<file path="config.mk">
export PLATFORM = sky130hd
export DESIGN_NAME = spi_slave_responder
export DESIGN_NICKNAME = d
export VERILOG_FILES = /design/src/rtl/spi_slave_responder.sv
export SDC_FILE = /design/constraint.sdc
export NUM_CORES = 1
export LEC_CHECK = 0
export ABC_AREA = 0
export CORE_MARGIN = 5
export CORE_UTILIZATION = 35
export DETAILED_ROUTE_END_ITERATION = 16
export GPL_TIMING_DRIVEN = 0
export PLACE_DENSITY_LB_ADDON = 0.12
export SLEW_MARGIN = 20
export SYNTH_ARGS = -nofsm -noshare
export SYNTH_HDL_FRONTEND = slang
export SYNTH_SLANG_ARGS = --single-unit
</file>
<file path="constraint.sdc">
create_clock -name clk -period 2.8 [get_ports clk]
set_clock_uncertainty 0.2 [all_clocks]
set_input_delay 0.7 -clock clk [delete_from_list [all_inputs] [get_ports clk]]
set_output_delay 0.7 -clock clk [all_outputs]
set_load 0.1 [all_outputs]
</file>
<file path="src/rtl/spi_slave_responder.sv">
// spi_slave_responder: SPI mode 0 slave, oversampled in clk, rx deserialiser and tx holding register.
module spi_slave_responder #(
  parameter int DATA_WIDTH = 8,
  parameter logic [DATA_WIDTH-1:0] IDLE_WORD = {DATA_WIDTH{1'b1}}
) (
  input  logic                  clk,
  input  logic                  rst_n,
  input  logic                  sclk,
  input  logic                  ss_n,
  input  logic                  mosi,
  output logic                  miso,
  output logic                  miso_oe,
  input  logic [DATA_WIDTH-1:0] tx_data,
  input  logic                  tx_valid,
  output logic                  tx_ready,
  output logic [DATA_WIDTH-1:0] rx_data,
  output logic                  rx_valid,
  output logic                  tx_underrun,
  output logic                  frame_abort
);
  localparam int CW = $clog2(DATA_WIDTH + 1);
  localparam logic [1:0] IDLE = 2'd0, LOAD = 2'd1, SHIFT = 2'd2;
  localparam logic [CW-1:0] FULL = CW'(DATA_WIDTH), LAST = CW'(DATA_WIDTH - 1);
  logic sclk_m, sclk_s, sclk_d, ss_m, ss_n_s, mosi_m, mosi_s;
  logic [1:0] vld;
  logic armed;
  logic [1:0] state;
  logic [CW-1:0] bit_cnt;
  logic [DATA_WIDTH-1:0] rx_shift, tx_shift, hold;
  logic full, rise, fall, accept, done, quit, take;
  assign rise = sclk_s & ~sclk_d;
  assign fall = ~sclk_s & sclk_d;
  assign accept = tx_valid & ~full;
  assign done = state == SHIFT && bit_cnt == FULL;
  // a deselect coinciding with the final rising edge lets the word complete first
  assign quit = state == SHIFT && !done && ss_n_s && !(rise && bit_cnt == LAST);
  assign take = state == LOAD || (done && !ss_n_s);
  assign tx_ready = ~full;
  assign miso = miso_oe & tx_shift[DATA_WIDTH-1];
  // armed only after a genuinely sampled high ss_n, so a reset inside a frame waits for a fresh fall
  always_ff @(posedge clk or negedge rst_n)
    if (!rst_n) begin
      {sclk_m, sclk_s, sclk_d} <= 3'b000;
      {ss_m, ss_n_s} <= 2'b11;
      {mosi_m, mosi_s} <= 2'b00;
      vld <= 2'b00;
      armed <= 1'b0;
    end else begin
      sclk_m <= sclk;
      sclk_s <= sclk_m;
      sclk_d <= sclk_s;
      ss_m <= ss_n;
      ss_n_s <= ss_m;
      mosi_m <= mosi;
      mosi_s <= mosi_m;
      vld <= {vld[0], 1'b1};
      armed <= armed | (vld[1] & ss_n_s);
    end
  always_ff @(posedge clk or negedge rst_n)
    if (!rst_n) begin
      full <= 1'b0;
      hold <= '0;
    end else if (accept) begin
      full <= 1'b1;
      hold <= tx_data;
    end else if (take) begin
      full <= 1'b0;
    end
  always_ff @(posedge clk or negedge rst_n)
    if (!rst_n) begin
      state <= IDLE;
      bit_cnt <= '0;
      rx_shift <= '0;
      tx_shift <= '0;
      miso_oe <= 1'b0;
      rx_data <= '0;
      rx_valid <= 1'b0;
      tx_underrun <= 1'b0;
      frame_abort <= 1'b0;
    end else begin
      rx_valid <= 1'b0;
      frame_abort <= 1'b0;
      tx_underrun <= take & ~full;
      if (take) tx_shift <= full ? hold : IDLE_WORD;
      case (state)
        IDLE: if (armed && !ss_n_s) state <= LOAD;
        LOAD: begin
          bit_cnt <= '0;
          miso_oe <= 1'b1;
          state <= SHIFT;
        end
        SHIFT: if (done) begin
          rx_data <= rx_shift;
          rx_valid <= 1'b1;
          bit_cnt <= '0;
          if (ss_n_s) begin
            state <= IDLE;
            miso_oe <= 1'b0;
          end
        end else if (quit) begin
          state <= IDLE;
          miso_oe <= 1'b0;
          frame_abort <= bit_cnt != '0;
          bit_cnt <= '0;
          rx_shift <= '0;
        end else if (rise) begin
          rx_shift <= {rx_shift[DATA_WIDTH-2:0], mosi_s};
          bit_cnt <= bit_cnt + 1'b1;
        end else if (fall && bit_cnt != '0) begin
          tx_shift <= {tx_shift[DATA_WIDTH-2:0], 1'b0};
        end
        default: state <= IDLE;
      endcase
    end
endmodule

</file>
==> impl_metrics.csv <==
group,metric,value,unit
sta,rsz0062_at_grt,"no",
cells_and_area,syn2layout_area_growth,20.9,%
clock_network,htreeDepth,2,
sta,finalSetupViolCount,0,
floorplan,die_y,91.2,um
critical_path,required,1.90,ns
routing,drt-pass1-iter-count,4,
yosys,synth.distinct_cells,39,
critical_path,arrival_time_reported_for_the_critical_path_endpoint,1.81,ns
yosys,synthTopCellsByArea,"sky130_fd_sc_hd__dfrtp_1, sky130_fd_sc_hd__mux2_2, sky130_fd_sc_hd__ha_1",
power_and_ir_drop,cellPowerDensity,872,mW/mm^2
placement,place.gp.congestion,0.775,
clock_network,holdBufCountCts,0,
cells_and_area,layoutNonFillerInstCount,282,
grt,overflow,0,
floorplan,coreArea,0.00639,mm^2
yosys,synth-seq-cells,53,
placement,placed_cells,274,
floorplan,starting_utilization_of_the_core_area,36.1,%
routing,vias,1394,
grt,global_route.usage.total,10.5,%
critical_path,worst-path-buf-inv,1,
routing,wl,3.96,mm
placement,post-place-ws,0.135,ns
routing,vias_per_cell,4.94,
sta,fin_worst_hold_slack,0.158,ns
clock_network,clock_path_buffers,2,
grt,grt_start_max_net_pins,54,
sta,fmax,369,MHz
routing,remaining_drc_errors,0,
yosys,post_synth.cell_area_avg,13.6,um^2
sta,hold_viol_final,0,
power_and_ir_drop,p_leak,0.00123,uW
sta,final-max-slew-violation-count,0,
sta,timing.final.ws_setup,0.0879,ns
routing,detailedRoute.firstIterationViolations,65,
grt,grt_first_pass_wirelength,7.15,mm
critical_path,startpoint_type,"register",
yosys,number_of_enable_flip_flop_cells_after_synthesis,0,
sta,tightestPinTransition,0.971,ns
critical_path,timing.critical_path.fanout_max,3,
yosys,synth-main-ff-cell,"sky130_fd_sc_hd__dfrtp_1",
clock_network,tritoncts,"yes",
cells_and_area,finish.net_count,224,
placement,dpl.hpwl,2.82,mm
routing,routed_wire_length_per_instance,14.0,um
critical_path,critPathTopFamily,"buffers and inverters",
clock_network,clock_sink_count,53,
yosys,ys_seq_area_share,57.6,%
grt,grt_pass1_vias,1526,
yosys,synth_top_cell_area_share,55.3,%
yosys,synth.cell_area,0.00231,mm^2
run_status,outcome,"finished, final reports clean",
cells_and_area,antennaDiodeCount,0,
sta,relSlewSlack,35.0,%
yosys,asyncSetResetFlopFracSynth,100,%
critical_path,max_stage_delay,1.14,ns
placement,io_buffers,27,
routing,number_of_routed_nets_with_antenna_violations,0,
floorplan,io_pins,28,
critical_path,worst_setup_path_end_kind,"output pin",
floorplan,die_x,91.2,um
cells_and_area,layout-drive-gt1-share,25.4,%
yosys,syn-instance-count,170,
flow_run,drv_cap,0,
critical_path,worstSetupPathType,"reg2out",
hold_path,hp-class,"reg2reg",
sta,tns,0,ns
sta,layout_worst_path_cycle_share,96.9,%
critical_path,cp_slowest_cell,"sky130_fd_sc_hd__clkdlybuf4s50_1",
critical_path,cp_cell_sequence,"clkdlybuf4s50_1",
grt,grt_antenna_before_repair,0,
yosys,synthesis.yosys.warnings,0,
clock_network,clock_insertion_delay_worst_skew,0.30,ns
clock_network,tritoncts.num_buffers,5,
clock_network,worst_setup_hold_path_clk_slew,0.09,ns
sta,min_period,2.71,ns
power_and_ir_drop,irDropWorstVdd,0.000336,V
clock_network,clk_root_buffer_cell,"sky130_fd_sc_hd__clkbuf_8",
floorplan,std_cell_rows,29,
cells_and_area,finalCoreUtilization,43.7,%
yosys,synth_nets,190,
yosys,netlist.top_cell.by_area,"sky130_fd_sc_hd__dfrtp_1",
floorplan,die-area,0.00831,mm^2
[sequential cells by signal, summed over array words and instances, names as in the netlist]
| name | count |
|---|---|
| ss_m | 1 |
| tx_underrun | 1 |
| hold | 8 |
| armed | 1 |
| state | 2 |
| mosi_m | 1 |
| miso_oe | 1 |
| bit_cnt | 4 |
| rx_shift | 8 |
| sclk_s | 1 |
| sclk_d | 1 |
| ss_n_s | 1 |
| sclk_m | 1 |
| rx_valid | 1 |
| full | 1 |
| mosi_s | 1 |
| frame_abort | 1 |
| tx_shift | 8 |
| vld | 2 |
| rx_data | 8 |
[cell families (layout without fill, tap and decap cells)]
family / after synthesis / count (layout) / share of synthesized area [%]
flops: 53 / 53 / 57.6
simple gates: 37 / 37 / 10.4
mux: 32 / 32 / 15.6
compound gates: 26 / 26 / 9.98
buf+inv: 15 / 50 / 3.04
fa+ha+maj: 6 / 6 / 3.26
other cells: 1 / 1 / 0.163
[Yosys cell counts, drive strengths merged, types with 5 or more instances]
cell type	count
nand2b	10
ha	6
nand3b	5
mux2	31
nand2	6
inv	9
dfrtp	51
o21ai	7
a22o	8
buf	5
[per-layer routing]
metal | vias up | GRT usage [%] | share of wire (%)
met1 | 706 | 13.2 | 45
li1 | 662 | - | -
met5 | - | 0 | 0
met2 | 22 | 17.1 | 50
met3 | 4 | 2.64 | 3.7
met4 | 0 | 4.28 | 1.4
[cell usage in the layout (no fill, tap or decap), types with 2 or more instances in the layout]
| master | n |
|---|---|
| sky130_fd_sc_hd__dfrtp_1 | 51 |
| sky130_fd_sc_hd__mux2_2 | 31 |
| sky130_fd_sc_hd__clkdlybuf4s50_1 | 24 |
| sky130_fd_sc_hd__inv_1 | 9 |
| sky130_fd_sc_hd__nand2b_1 | 9 |
| sky130_fd_sc_hd__a22o_1 | 8 |
| sky130_fd_sc_hd__o21ai_0 | 7 |
| sky130_fd_sc_hd__nand2_1 | 6 |
| sky130_fd_sc_hd__ha_1 | 6 |
| sky130_fd_sc_hd__clkbuf_8 | 6 |
| sky130_fd_sc_hd__nand3b_1 | 4 |
| sky130_fd_sc_hd__and2_1 | 3 |
| sky130_fd_sc_hd__nor2_1 | 3 |
| sky130_fd_sc_hd__nand3_1 | 3 |
| sky130_fd_sc_hd__buf_4 | 2 |
| sky130_fd_sc_hd__buf_2 | 2 |
| sky130_fd_sc_hd__a21oi_1 | 2 |
| sky130_fd_sc_hd__dlygate4sd2_1 | 2 |
| sky130_fd_sc_hd__dfstp_2 | 2 |
[per-stage QoR]
step / area [um^2] / total power, uW
after detailed placement: 2670 / 1940
after global routing: 2790 / 2590
after CTS: 2790 / 2480
after global placement: 2670 / 1900
final: 2790 / 2430
after floorplan: 2310 / 1720
[worst paths after layout]
| check | start | endpoint | slack, ns | depth (start not counted) |
|---|---|---|---|---|
| worst min register to register | vld[0] | vld[1] | 0.16 | 0 |
| worst max-delay path | miso_oe | miso_oe | 0.09 | 1 |
| min in group asynchronous | rst_n | vld[1] | 0.22 | 1 |
| max in group asynchronous | rst_n | state[0] | 1.73 | 1 |
| worst min-delay path | vld[0] | vld[1] | 0.16 | 0 |
| worst max register to register | state[0] | tx_shift[5] | 0.38 | 8 |
[power by group]
| part | internal, uW | total (uW) | switching [uW] |
|---|---|---|---|
| clock | 291 | 536 | 245 |
| combinational | 376 | 865 | 489 |
| sequential | 928 | 1030 | 102 |
[layout make-up]
class	instances	area [um^2]
Fill cell	604	3600
Sequential cell	53	1330
Multi-Input combinational cell	102	907
Timing Repair Buffer	27	265
Tap cell	77	96.3
Clock buffer	6	82.6
Clock inverter	2	37.5
Buffer	6	36.3
Inverter	9	33.8
[repair_timing]
| action | CTS | global route |
|---|---|---|
| endpoints found under the hold margin | 0 | 0 |
| setup endpoints to repair | 2 | 0 |
| setup buffers | 0 | 0 |
| gates resized for setup | 2 | 0 |
Power figures use the tool's default switching activity.
